### src/rtl/servo_pkg.sv
// Shared constants, position type and FSM encoding for the multi-channel servo PWM scheduler.
package servo_pkg;

  localparam int unsigned CLK_HZ        = 50_000_000;
  localparam int unsigned NUM_CH_DEF    = 4;
  localparam int unsigned SLOT_CLKS_DEF = 250_000;
  localparam int unsigned MIN_PULSE_DEF = 50_000;
  localparam int unsigned POS_MAX_DEF   = 50_000;
  localparam int unsigned STEP_DEF      = 500;
  localparam int unsigned RST_POS_DEF   = 25_000;
  localparam int unsigned POS_W         = 17;

  typedef logic [POS_W-1:0] pos_t;

  typedef enum logic [1:0] {
    ST_IDLE = 2'd0,
    ST_RUN  = 2'd1,
    ST_UPD  = 2'd2
  } state_e;

endpackage

### src/rtl/servo_slew.sv
// Rate-limited step of one channel's current position toward its target.
module servo_slew
  import servo_pkg::*;
#(
  parameter int unsigned STEP = STEP_DEF
) (
  input  pos_t cur_i,
  input  pos_t tgt_i,
  output pos_t nxt_o
);

  localparam logic [POS_W:0] STEP_X = (POS_W+1)'(STEP);

  logic [POS_W:0] up_x;
  logic [POS_W:0] dn_x;
  logic [POS_W:0] tgt_x;

  // One extra bit so an overshoot above the target or an underflow below zero is visible.
  always_comb begin
    tgt_x = {1'b0, tgt_i};
    up_x  = {1'b0, cur_i} + STEP_X;
    dn_x  = {1'b0, cur_i} - STEP_X;
    nxt_o = cur_i;
    if (cur_i < tgt_i) begin
      nxt_o = (up_x > tgt_x) ? tgt_i : up_x[POS_W-1:0];
    end else if (cur_i > tgt_i) begin
      nxt_o = (dn_x[POS_W] || (dn_x < tgt_x)) ? tgt_i : dn_x[POS_W-1:0];
    end
  end

endmodule

### src/rtl/servo_scheduler.sv
// Time-multiplexed servo PWM: one slot per channel per frame, positions slewed in a short
// update window at the end of the last slot so pulse widths only change on frame boundaries.
module servo_scheduler
  import servo_pkg::*;
#(
  parameter int unsigned NUM_CH    = NUM_CH_DEF,
  parameter int unsigned SLOT_CLKS = SLOT_CLKS_DEF,
  parameter int unsigned MIN_PULSE = MIN_PULSE_DEF,
  parameter int unsigned POS_MAX   = POS_MAX_DEF,
  parameter int unsigned STEP      = STEP_DEF,
  parameter int unsigned RST_POS   = RST_POS_DEF
) (
  input  logic              mclk,
  input  logic              rst_n,
  input  logic              enable,
  input  logic              wr_valid,
  output logic              wr_ready,
  input  logic [1:0]        wr_ch,
  input  logic [POS_W-1:0]  wr_pos,
  output logic [NUM_CH-1:0] servo,
  output logic [NUM_CH-1:0] at_target,
  output logic              frame_tick
);

  localparam int unsigned CNT_W  = (SLOT_CLKS > 1) ? $clog2(SLOT_CLKS) : 1;
  localparam int unsigned SLOT_W = (NUM_CH > 1) ? $clog2(NUM_CH) : 1;
  localparam logic [CNT_W-1:0]  CNT_LAST  = CNT_W'(SLOT_CLKS - 1);
  localparam logic [CNT_W-1:0]  CNT_PRE   = CNT_W'(SLOT_CLKS - NUM_CH - 1);
  localparam logic [CNT_W-1:0]  CNT_UPD0  = CNT_W'(SLOT_CLKS - NUM_CH);
  localparam logic [SLOT_W-1:0] SLOT_LAST = SLOT_W'(NUM_CH - 1);

  function automatic pos_t clamp_pos(input pos_t p);
    return (32'(p) > POS_MAX) ? POS_W'(POS_MAX) : p;
  endfunction

  state_e              state_q, state_d;
  logic [CNT_W-1:0]    cnt_q, cnt_d;
  logic [SLOT_W-1:0]   slot_q, slot_d;
  pos_t                cur_q [NUM_CH];
  pos_t                cur_d [NUM_CH];
  pos_t                tgt_q [NUM_CH];
  pos_t                tgt_d [NUM_CH];
  logic [NUM_CH-1:0]   servo_q, servo_d;
  logic [NUM_CH-1:0]   at_tgt_q, at_tgt_d;
  logic                tick_q, tick_d;
  logic                rdy_q, rdy_d;
  logic [SLOT_W-1:0]   upd_idx;
  pos_t                slew_nxt;
  logic                run;
  logic                wr_acc;

  assign run     = enable && (state_q != ST_IDLE);
  assign upd_idx = SLOT_W'(cnt_q - CNT_UPD0);
  assign wr_acc  = wr_valid && rdy_q;

  servo_slew #(.STEP(STEP)) u_slew (
    .cur_i (cur_q[upd_idx]),
    .tgt_i (tgt_q[upd_idx]),
    .nxt_o (slew_nxt)
  );

  always_comb begin
    state_d = state_q;
    if (!enable) begin
      state_d = ST_IDLE;
    end else begin
      case (state_q)
        ST_IDLE: state_d = ST_RUN;
        ST_RUN:  if (slot_q == SLOT_LAST && cnt_q == CNT_PRE) state_d = ST_UPD;
        ST_UPD:  if (cnt_q == CNT_LAST) state_d = ST_RUN;
        default: state_d = ST_IDLE;
      endcase
    end

    cnt_d  = cnt_q;
    slot_d = slot_q;
    if (!run) begin
      cnt_d  = '0;
      slot_d = '0;
    end else if (cnt_q == CNT_LAST) begin
      cnt_d  = '0;
      slot_d = (slot_q == SLOT_LAST) ? '0 : slot_q + 1'b1;
    end else begin
      cnt_d = cnt_q + 1'b1;
    end
  end

  // Writes and slew never collide: wr_ready is low for the whole update window.
  always_comb begin
    cur_d = cur_q;
    tgt_d = tgt_q;
    if (state_q == ST_UPD) cur_d[upd_idx] = slew_nxt;
    if (wr_acc && (32'(wr_ch) < NUM_CH)) tgt_d[wr_ch] = clamp_pos(wr_pos);

    servo_d  = '0;
    at_tgt_d = '0;
    for (int k = 0; k < NUM_CH; k++) begin
      servo_d[k]  = run && (slot_q == SLOT_W'(k)) &&
                    (32'(cnt_q) < MIN_PULSE + 32'(cur_q[k]));
      at_tgt_d[k] = (cur_q[k] == tgt_q[k]);
    end
    tick_d = run && (slot_q == SLOT_LAST) && (cnt_q == CNT_LAST);
    rdy_d  = (state_d != ST_UPD);
  end

  always_ff @(posedge mclk or negedge rst_n) begin
    if (!rst_n) begin
      state_q  <= ST_IDLE;
      cnt_q    <= '0;
      slot_q   <= '0;
      servo_q  <= '0;
      at_tgt_q <= '1;
      tick_q   <= 1'b0;
      rdy_q    <= 1'b0;
      for (int k = 0; k < NUM_CH; k++) begin
        cur_q[k] <= POS_W'(RST_POS);
        tgt_q[k] <= POS_W'(RST_POS);
      end
    end else begin
      state_q  <= state_d;
      cnt_q    <= cnt_d;
      slot_q   <= slot_d;
      servo_q  <= servo_d;
      at_tgt_q <= at_tgt_d;
      tick_q   <= tick_d;
      rdy_q    <= rdy_d;
      cur_q    <= cur_d;
      tgt_q    <= tgt_d;
    end
  end

  assign servo      = servo_q;
  assign at_target  = at_tgt_q;
  assign frame_tick = tick_q;
  assign wr_ready   = rdy_q;

endmodule

### config.mk
export PLATFORM = sky130hd
export DESIGN_NAME = servo_scheduler
export DESIGN_NICKNAME = d
export VERILOG_FILES = /design/src/rtl/servo_pkg.sv /design/src/rtl/servo_slew.sv /design/src/rtl/servo_scheduler.sv
export SDC_FILE = /design/constraint.sdc
export NUM_CORES = 1
export LEC_CHECK = 0
export CORE_ASPECT_RATIO = 1.5
export CORE_MARGIN = 2
export CORE_UTILIZATION = 57
export DETAILED_ROUTE_END_ITERATION = 7
export PLACE_DENSITY = 0.77
export SYNTH_ARGS = -nofsm -noshare
export SYNTH_HDL_FRONTEND = slang
export SYNTH_HIERARCHICAL = 1
export SYNTH_SLANG_ARGS = --single-unit
### constraint.sdc
create_clock -name mclk -period 5.5 [get_ports mclk]
set_input_delay 1.1 -clock mclk [delete_from_list [all_inputs] [get_ports mclk]]
set_output_delay 1.1 -clock mclk [all_outputs]
set_load 0.05 [all_outputs]
# Yosys cells after proc, flatten, opt, wreduce, memory -nomap -nowiden
# Cells that the tools add are included.
# totals
register_bits	168
input_bits	23
output_inout_bits	10
word_cells	96
# op_classes
add_sub_neg	9
order_cmp	13
eq_ne	13
mux	26
bitwise	2
n_reduce_logical	18
# ops
op	n
17-bit two-way mux	11
68-bit bitwise mux	2
16-bit by 17-bit adder with 18-bit output, first input constant	4
18-bit less-than comparator	4
17-bit binary-select mux with 2-bit select	2
17-bit demux with 2-bit select	2
17-bit == test	4
18-bit == test, second input constant	2
18-bit two-way mux	2
17-bit by 9-bit adder with 18-bit output, second input constant	1
18-bit by 1-bit adder with 18-bit output, second input constant	1
18-bit by 17-bit > comparator with 1-bit output	1
18-bit by 17-bit less-than comparator with 1-bit output	1
17-bit by 9-bit subtractor with 18-bit output, second input constant	1
17-bit by 16-bit > comparator with 1-bit output, second input constant	1
17-bit > comparator	1
17-bit less-than comparator	1
1-bit logical AND	14
2-bit two-way mux	6
2-bit == test, second input constant	3
3-bit greater-or-equal comparator, second input constant	2
3-bit by 1-bit less-than comparator with 1-bit output, second input constant	2
2-bit NOT with 3-bit output	2
2-bit case mux with 3 select lines	1
other kinds (8)	10

# Logic depth before layout (Yosys ltp)
# depth
word_depth	12
depth_mapped	22
mapped_depth_nobuf	17

# Cells and area by module
# Netlist, hierarchy kept.
# by_module_without_submodules
module	instances	cells_each	area_per_inst_um2	seq_area_each_um2
servo_scheduler	1	900	10357.4	4269.1
servo_slew	1	335	2432.3	0.0

# Worst setup path after synthesis
# Ideal clock, no wire load.
# synth_path
kind	register -> register
startpoint	reg cnt_q[0]
endpoint	reg cur_q[11] (netlist name)
setup_ns	0.125
t_arrival_ns	5.107
t_required_ns	5.375
path_slack_ns	0.268
path_stages_with_launch	23
n_path_buf	5
period_less_slack_ns	5.232
cell_sequence	dfrtp_1 -> clkbuf_1 -> buf_2 -> buf_2 -> mux4_2 -> buf_6 -> or4_4 -> a211oi_4 -> nor2b_2 -> and2_1 -> xnor2_1 -> inv_1 -> ha_1 -> nand4_1 -> nor3_1 -> a21oi_1 -> a21boi_0 -> a41oi_2 -> buf_6 -> mux2i_1 -> nor2_1 -> a311o_1 -> mux2_2
# synth_via
elab_chain_len	12
elab_cells_between_ends	25
classes_between	3 x add/sub; 6 x order compare; 13 x mux; 1 x bitwise; 2 x reduce/logical
# synth_rtl
element	line_no	source
from (decl)	servo_scheduler.sv:37	logic [CNT_W-1:0] cnt_q, cnt_d;
from (signal assigned)	servo_scheduler.sv:121	cnt_q <= cnt_d;
2-bit by 1-bit subtractor with 2-bit output *	servo_scheduler.sv:53	assign upd_idx = SLOT_W'(cnt_q - CNT_UPD0);
2-bit NOT with 3-bit output (not written as such) *	servo_scheduler.sv:57, servo_scheduler.sv:58	
17-bit binary-select mux with 2-bit select	servo_scheduler.sv:57	.cur_i (cur_q[upd_idx]),
17-bit two-way mux (not written as such) (2 in series)	servo_scheduler.sv:57	
17-bit by 9-bit subtractor with 18-bit output	servo_slew.sv:22	dn_x = {1'b0, cur_i} - STEP_X;
18-bit by 17-bit less-than comparator with 1-bit output	servo_slew.sv:27	nxt_o = (dn_x[POS_W] || (dn_x < tgt_x)) ? tgt_i : dn_x[POS_W-1:0];
1-bit logical OR	servo_slew.sv:27	
17-bit two-way mux	servo_slew.sv:27	
17-bit two-way mux	servo_slew.sv:26	end else if (cur_i > tgt_i) begin
17-bit two-way mux *	servo_slew.sv:24	if (cur_i < tgt_i) begin
net slew_nxt[11]	servo_scheduler.sv:48	pos_t slew_nxt;
68-bit bitwise mux *	servo_scheduler.sv:92	if (state_q == ST_UPD) cur_d[upd_idx] = slew_nxt;
to (signal, indexed assignment)	servo_scheduler.sv:116	cur_q[k] <= POS_W'(RST_POS);
to (signal assigned)	servo_scheduler.sv:127	cur_q <= cur_d;
to (decl)	servo_scheduler.sv:39	pos_t cur_q [NUM_CH];
# Mark *: on every way through the listed nets, which the timed path passes. The rest lies on a longest branch. The select of a mux whose other input is x is not followed.
# A chain may end at the register's enable or synchronous reset.

# Final worst setup path
# layout_path
startpoint	reg cnt_q[0]
endpoint	reg cur_q[65] (netlist name)
# Same word-level chain as after synthesis.

==> impl_metrics.ini <==
[yosys]
yosys.area.top_type_share = 0.2270
synthesis.nets = 1386
synth_edf_count = 0
synth_compound_area_frac = 0.1329
ys_async_sr_fraction = 1.000
synth_area_leaders = dfrtp_1 23%, ha_1 13%, dfstp_2 11%, xor2_1 6.6%, mux2_2 6.1%
syn_inst = 1235
yosysWarnings = 6
synthDistinctLibCells = 80
synth_top_family_by_area = multiplexers
synth_top_cell_by_area = dfrtp_1
synthFlopType = dfrtp_1
syn-cell-area_sq_um = 12790
seq_area_frac_synth = 0.3338
synth_xor_area_frac = 0.1014
synth_seq_cells = 168
yosys.area_share.simple = 0.1347
avgSynthCellArea_sq_um = 10.36
yosys-mux-area-fraction = 0.1376
synthAdderAreaFrac = 0.1252

[drt]
wl_per_cell_um = 25.36
vias_per_cell = 6.678
routed_wl_mm = 39.33
num_vias = 10360
firstDrtPassIters = 5
drt-initial-drc-count = 858
antenna_left = 0
drcViolationCount = 0

[sta]
relSlewSlack = 0.2810
setup_tns_ns = 0
clock.fmax_ghz = 0.1903
timing.final.crit_share = 0.9556
rsz0062_at_grt = no
worst_pin_slew_ns = 1.076
hold_viol = 0
clock_skew_ns = 0.009861
min_period_ns = 5.256
setup_violations = 0
drv_slew = 0

[hold_path]
worst_hold_path.num_cells = 1
worstHoldStart = tgt_q[1]
holdPathEnd = tgt_q[1]
worstHoldPathType = register to register

[worst_setup_path]
criticalPathCategory = register to register
worst_r2r_endpoint = cur_q[65]
r2r-start = cnt_q[0]
crit_path_start_kind = register
cp_data_arrival_time_ns = 5.62
crit_fanout = 21
cp-end-kind = register
cp-startpoint = cnt_q[0]
ff2ff_setup_slack_ns = 0.24
worstPathRequired_ns = 5.87
reg2regPathDepth = 17

[global_routing]
gr-total-overflow = 0
grt_max_degree = 61
grt_pass1_vias = 10610
grt_antenna_before_repair = 1
grt_pass1_wl_mm = 60.99
grt_util_all_layers = 0.3394

[cells_and_area]
final_cell_mix = 128 x ha_1, 115 x dfrtp_1, 97 x xor2_1, 77 x nor2_1, 69 x mux2_2
final_nets = 1413
finish.utilization = 0.6315
final.fill_count = 1769
synthToLayoutAreaGrowth_pct = 9.685
final_common_cell = ha_1
ff_latch_area_sq_um = 4270
stdcell_count = 1551
diodes = 0
drive_gt1_frac = 0.1914
multi_input_area_sq_um = 8095

[die]
num_rows = 67
core_area_sq_um = 22220
die_h_um = 187.5
io_pins = 33
die_area_sq_um = 23680
start_util = 0.5757
die_w_um = 126.3

[placement]
io_buffers = 32
dp_hpwl_mm = 30.81
place_congestion = 1.134
dp_cells = 1519

[clock_tree]
cts_buffers = 17
clkTransAtPathRegs_ns = 0.07
cts_tree = yes
insertion_delay_ns = 0.45
cts_root_buf = clkbuf_16
cts_hold_buffers = 0
clock_sinks = 168
cts_buffer_depth = 2
h-tree-depth = 4
post_cts_buffers = 0

[power]
cellLeakagePower_uw = 0.006226
ir_worst_vdd_mv = 0.4705
p_per_area_nw_per_um2 = 218.8

[status]
status = finished, final reports clean

[run]
maxCapViolations = 0
-- synthesized netlist by cell type, types with 20 or more instances --
master,number
nand4_1,42
ha_1,128
nor2_1,77
mux2i_1,21
xnor2_1,51
nor4_1,20
mux4_2,33
inv_1,52
dfstp_2,52
a22o_1,32
dfrtp_1,116
nand2_1,57
nor3_1,25
nand3_1,32
o21ai_0,45
a21oi_1,55
xor2_1,97
o22a_1,24
clkbuf_1,22
mux2_2,69
-- critical path, cell delays in order, from the launching register on --
cell and delay, ns:
dfrtp_2 0.48, buf_4 0.31, mux4_2 0.72, ha_1 0.34, o31ai_4 0.39, nor2_1 0.09
xor2_1 0.34, ha_1 0.32, o21ai_0 0.14, o21ai_0 0.11, a22oi_1 0.17, a21boi_0 0.16
a41oi_2 0.20, buf_4 0.35, mux2i_1 0.34, nor2_1 0.08, a311o_1 0.33, mux2_2 0.28
-- worst max path at each step --
stage / slack (ns) / endpoint
after detailed placement: 0.42 / cur_q[52]
after floorplan: 0.27 / cur_q[11]
after CTS: 0.39 / cur_q[34]
final: 0.24 / cur_q[65]
after global routing: 0.01 / cur_q[65]
after global placement: 0.50 / cur_q[18]
-- registers in the layout (all words and copies together) (netlist names), 2 cells and up --
| name | cells |
|---|---|
| tgt_q | 68 |
| servo | 4 |
| cnt_q | 18 |
| cur_q | 68 |
| slot_q | 2 |
| at_target | 4 |
| state_q | 2 |
-- cell type report --
class	count	area share
inverters	52	0.01391
well taps	276	0.02462
clock buffers	18	0.03211
multi-input cells	965	0.5771
flip-flops and latches	168	0.3044
repair buffers	58	0.03684
clock inverters	14	0.01106
-- metal layers --
| metal | up-vias | GRT usage | routed length (um) |
|---|---|---|---|
| met5 | - | 0 | 0 |
| met1 | 5050 | 0.3788 | 14020 |
| met2 | 514 | 0.5825 | 19540 |
| li1 | 4624 | - | - |
| met3 | 170 | 0.05406 | 2497 |
| met4 | 0 | 0.2434 | 3271 |
-- report_power, final --
part | switching [uW] | internal (uW)
Clock | 560 | 669
Combinational | 242 | 188
Sequential | 94.6 | 1320
Total | 896 | 2170
-- kinds of logic (layout without fill, tap and decap cells) --
family,Yosys count,after routing
buffers and inverters,102,142
DFF,168,168
and+or+nand+nor,328,328
AOI/OAI and AO/OA,236,236
adders and majority gates,128,128
xor gates and xnor gates,148,148
muxes,125,125
-- stage by stage --
step	setup WS, ns	total power, uW	cell area [sq um]	hold WS [ns]
after global routing	0.01012	3173	14030	0.5768
after detailed placement	0.4172	1846	13420	0.5469
after global placement	0.4996	1837	13420	0.5350
after CTS	0.3865	3058	14020	0.5643
final	0.2442	3069	14030	0.5595
after floorplan	0.2679	1661	12790	0.4855
-- repair_timing --
item,4_1_cts,5_1_grt
endpoints found under the setup margin,0,48
endpoints found under the hold margin,0,0
resized for setup,0,2
Note: power is estimated with default switching activity, not from simulation.
